[src/rtl/mem_bank_1r1w_init.sv]
// Single-read, single-write register bank with a hardware init sweep.
// The array has no reset; every entry is loaded with INIT_VALUE by the sweep after reset or clear.
//
// state   | meaning
// --------+-------------------------------------------------------------
// ST_INIT | sweeping INIT_VALUE into entry sweep_ptr, ports ignored
// ST_IDLE | sweep done, W0/R0 accepted, clear starts a new sweep
module mem_bank_1r1w_init #(
  parameter int unsigned          REG_DEPTH   = 16,
  parameter int unsigned          REG_WIDTH   = 64,
  parameter bit                   WRITE_FIRST = 1'b1,
  parameter logic [REG_WIDTH-1:0] INIT_VALUE  = '0
) (
  input  logic                         clk,
  input  logic                         reset_n,
  input  logic                         clear,
  output logic                         ready,
  input  logic                         W0_en,
  input  logic [$clog2(REG_DEPTH)-1:0] W0_addr,
  input  logic [REG_WIDTH-1:0]         W0_wmask,
  input  logic [REG_WIDTH-1:0]         W0_wdata,
  input  logic                         R0_en,
  input  logic [$clog2(REG_DEPTH)-1:0] R0_addr,
  output logic                         R0_valid,
  output logic [REG_WIDTH-1:0]         R0_rdata
);

  localparam int unsigned    AW      = $clog2(REG_DEPTH);
  localparam logic [AW:0]    DEPTH_C = REG_DEPTH[AW:0];
  localparam logic [AW-1:0]  LAST_C  = AW'(REG_DEPTH - 1);

  typedef enum logic {
    ST_INIT = 1'b0,
    ST_IDLE = 1'b1
  } state_t;

  state_t               state;
  logic [AW-1:0]        sweep_ptr;
  logic [REG_WIDTH-1:0] mem [REG_DEPTH];

  logic                 w_in_range;
  logic                 r_in_range;
  logic                 wr_acc;
  logic                 rd_acc;
  logic [REG_WIDTH-1:0] wr_merged;
  logic [REG_WIDTH-1:0] rd_next;

  assign ready      = (state == ST_IDLE);
  assign w_in_range = ({1'b0, W0_addr} < DEPTH_C);
  assign r_in_range = ({1'b0, R0_addr} < DEPTH_C);
  assign wr_acc     = ready & W0_en & w_in_range;
  assign rd_acc     = ready & R0_en;
  assign wr_merged  = (mem[W0_addr] & ~W0_wmask) | (W0_wdata & W0_wmask);

  always_ff @(posedge clk or negedge reset_n) begin
    if (!reset_n) begin
      state     <= ST_INIT;
      sweep_ptr <= '0;
    end else begin
      case (state)
        ST_INIT: begin
          // clear wins over completion so a clear on the last sweep edge still restarts
          if (clear) begin
            sweep_ptr <= '0;
          end else if (sweep_ptr == LAST_C) begin
            state     <= ST_IDLE;
            sweep_ptr <= '0;
          end else begin
            sweep_ptr <= sweep_ptr + AW'(1);
          end
        end
        ST_IDLE: begin
          if (clear) begin
            state     <= ST_INIT;
            sweep_ptr <= '0;
          end
        end
        default: begin
          state     <= ST_INIT;
          sweep_ptr <= '0;
        end
      endcase
    end
  end

  always_ff @(posedge clk) begin
    if (state == ST_INIT) begin
      mem[sweep_ptr] <= INIT_VALUE;
    end else if (wr_acc) begin
      mem[W0_addr] <= wr_merged;
    end
  end

  always_comb begin
    rd_next = '0;
    if (r_in_range) begin
      rd_next = mem[R0_addr];
      if (WRITE_FIRST && wr_acc && (W0_addr == R0_addr)) begin
        rd_next = wr_merged;
      end
    end
  end

  always_ff @(posedge clk or negedge reset_n) begin
    if (!reset_n) begin
      R0_valid <= 1'b0;
      R0_rdata <= '0;
    end else begin
      R0_valid <= rd_acc;
      if (rd_acc) begin
        R0_rdata <= rd_next;
      end
    end
  end

endmodule

[config.mk]
export PLATFORM = sky130hd
export DESIGN_NAME = mem_bank_1r1w_init
export DESIGN_NICKNAME = d
export VERILOG_FILES = /design/src/rtl/mem_bank_1r1w_init.sv
export SDC_FILE = /design/constraint.sdc
export NUM_CORES = 2
export LEC_CHECK = 0
export ABC_AREA = 1
export BUFFER_PORTS_ARGS = -buffer_cell sky130_fd_sc_hd__buf_2
export CAP_MARGIN = 20
export CORE_MARGIN = 4
export CORE_UTILIZATION = 56
export CTS_CLUSTER_SIZE = 20
export DETAILED_ROUTE_END_ITERATION = 12
export MAX_ROUTING_LAYER = met4
export PLACE_DENSITY = 0.76
export SYNTH_ARGS = -nofsm -noshare
export SYNTH_HDL_FRONTEND = slang
export SYNTH_SLANG_ARGS = --single-unit
[constraint.sdc]
create_clock -name clk -period 19.2 [get_ports clk]
set_input_delay 3.84 -clock clk [delete_from_list [all_inputs] [get_ports clk]]
set_output_delay 3.84 -clock clk [all_outputs]
set_load 0.01 [all_outputs]
==> metrics <==
largest net degree at the start of global routing=228; Final Setup Violations=0; run status=complete, but fails checks; Arr. time, crit path=8.41 ns; core region area=about 100000 um2; GRT overflow=0; DP HPWL=94200 um; Worst-path clk slew=roughly 0.060 ns; ant diodes=0; Syn Nets=7608; post-synthesis sequential area ratio=55.1%; routed len/inst=~21 um; vias in the first global route=50203; R2R Path Start=ready; area share of the largest cell type after synthesis=52.1%; Post-DRT Antenna Nets=0; switching pwr=roughly 1.4 mW; worst slew pin tran=1.25 ns; die height=333 um; max cap viols=0; number of vias per cell=5.88; Final Cycle Share=between 40% and 50%; Seq pwr share=48.4%; clk sinks=1094; crit path from=R0_addr[0]; Max H-tree Level=3; initial antenna violation count=1; # rows=118; Hold WS=0.471 ns; Switching Share=25.4%; Total Routing Usage GR=34.0%; GPL Wtd Cong=between 0.8 and 0.9; Data required, critical path=19.80 ns; static leakage=29.7 nW; P per Cell Area=about 86 nW/um2; share of layout cells above drive strength 1=7.10%; drt first pass iters=11; Ys Warns=0; Nets=7538; worst vdd ir=0.0782 mV; combinational fraction of design power=10.6%; worst skew pair latency=0.72 ns; syn_area_per_cell=7.90 um2; hold buffers post-CTS=0; number of remaining DRC errors=1; synth unique cells=27; final wirelength=approximately 190000 um; Cell Int Power=4.14 mW; CTS tree=built; cts repair resizes=0; Synth Register Bits=around 1100; Gate Count Post-Synth=7466; Die Footprint=between 100000 and 150000 um2; final core occ=roughly 60%; CTS Buf Count=110; P&R area growth vs syn=9.05%; violated checks=DRC; min cycle time layout=between 7 and 8 ns; area leader, netlist=edfxtp_1; port bufs=~210; Setup crit start kind=input pin; DR vias=52160; crit path kind=in2reg; IO Count=207; initial core utilization=56.7%; Clock Tree Buf Depth=3; Crit. End Element=register; fmax=128 MHz; worst-path fanout max=106; Hold Vio Cnt, Final=0; mapped cell area=59000 um2; initial drt markers=7078; ranking of synthesized cells by area=edfxtp_1, nand2_1, nand3_1; Clk pwr share=41.1%; min-delay worst type=reg2reg; CTS root buf=clkbuf_16; width of the die=333 um; RSZ-0062 raised after global routing=false; max_slew headroom=16.4%; hold_sp=R0_rdata[11]; Post-Route Setup TNS=0 ns; first-pass GRT wire length=around 280000 um; final slew viol count=0; setup bufs post-CTS=0; clk_skew=roughly 0.026 ns
layer usage:
metal | track usage [%] | part of all wire (%) | up-vias
li1 | - | - | 23592
met1 | 42.3 | 35 | 23967
met2 | 53.1 | 46 | 3793
met3 | 6.49 | 14 | 808
met4 | 18.0 | 5.6 | 0
met5 | - | 0 | -
power groups by stage:
stage	Sequential (mW)	Combinational [mW]	Clock, mW
finish	2.68	0.585	2.28
global route	2.68	0.631	2.38
CTS	2.68	0.569	2.27
detailed placement	2.73	0.565	0
global placement	2.73	0.556	0
floorplan	2.73	0.366	0
synthesized netlist by cell type, drive strengths merged:
| master | n |
|---|---|
| a21oi | 66 |
| buf | 265 |
| clkbuf | 193 |
| dfrtp | 70 |
| edfxtp | 1024 |
| ha | 1 |
| inv | 1043 |
| nand2 | 3098 |
| nand3 | 1550 |
| nor2 | 144 |
| nor3 | 4 |
| nor4 | 1 |
| o21ai | 4 |
| o32ai | 1 |
| or2 | 1 |
| xor2 | 1 |
stage by stage:
| stage | worst slack, ns | cells | power, mW | instance area, um2 |
|---|---|---|---|---|
| 3_5_place_dp | 10.89 | 8664 | 3.29 | 60500 |
| 5_1_grt | 11.29 | 8873 | 5.69 | 64300 |
| 3_3_place_gp | 11.04 | 8664 | 3.28 | 60500 |
| 6_report | 11.40 | 8873 | 5.54 | 64300 |
| 2_1_floorplan | 8.15 | 7466 | 3.10 | 59000 |
| 4_1_cts | 11.61 | 8873 | 5.52 | 64300 |
sequential cells by signal, indices dropped and copies added, names as in the netlist:
| signal | cells |
|---|---|
| mem | 1024 |
| R0_valid | 1 |
| ready | 1 |
| sweep_ptr | 4 |
| R0_rdata | 64 |
cell type report:
cell class | instances | area, um2
clock buffer | 137 | 2990
timing repair buffer | 276 | 1650
clock inverter | 72 | 816
multi-input combinational | 4871 | 20700
sequential | 1094 | 32500
inverter | 1043 | 3960
fill | 8452 | 39800
tap | 1380 | 1730
worst max-delay path, cell delays in order:
cell     delay [ns]
buf_8          0.49
buf_4          0.89
buf_4          0.98
buf_4          0.99
nand2_1        0.20
nand3_1        0.17
nand3_1        0.10
nand2_1        0.10
nand2_1        0.05
nand2_1        0.12
a21oi_2        0.05
nand2_1        0.11
nand2_1        0.05
worst paths after layout:
| kind | end | slack (ns) | cells after the start |
|---|---|---|---|
| worst max-delay path | R0_rdata[61] | 11.40 | 13 |
| worst min-delay path | R0_rdata[11] | 0.47 | 2 |
| worst max register to register | R0_rdata[5] | 14.42 | 10 |
| worst min register to register | R0_rdata[11] | 0.47 | 2 |
| max in group asynchronous | R0_rdata[14] | 14.74 | 2 |
| min in group asynchronous | R0_rdata[47] | 3.20 | 1 |
layout by cell type (no fill, tap or decap), types with 7 or more instances in the layout:
master and count:
a21oi_1 16, a21oi_2 50, buf_2 197, buf_4 70
bufinv_16 17, clkbuf_1 17, clkbuf_16 113, clkbuf_8 7
clkinv_1 19, clkinv_2 23, clkinvlp_4 8, dfrtp_1 70
edfxtp_1 1024, inv_1 1033, nand2_1 3095, nand3_1 1549
nor2_1 132, nor2_4 11
cells by family after synthesis:
| group | synth area share, % |
|---|---|
| and+or+nand+nor | 33.9 |
| buffers and inverters | 10.1 |
| DFF | 55.1 |
| AOI/OAI and AO/OA | 0.933 |
| xor gates and xnor gates | 0.0149 |
| adders and majority gates | 0.0212 |
(Power assumes the default switching activity.)
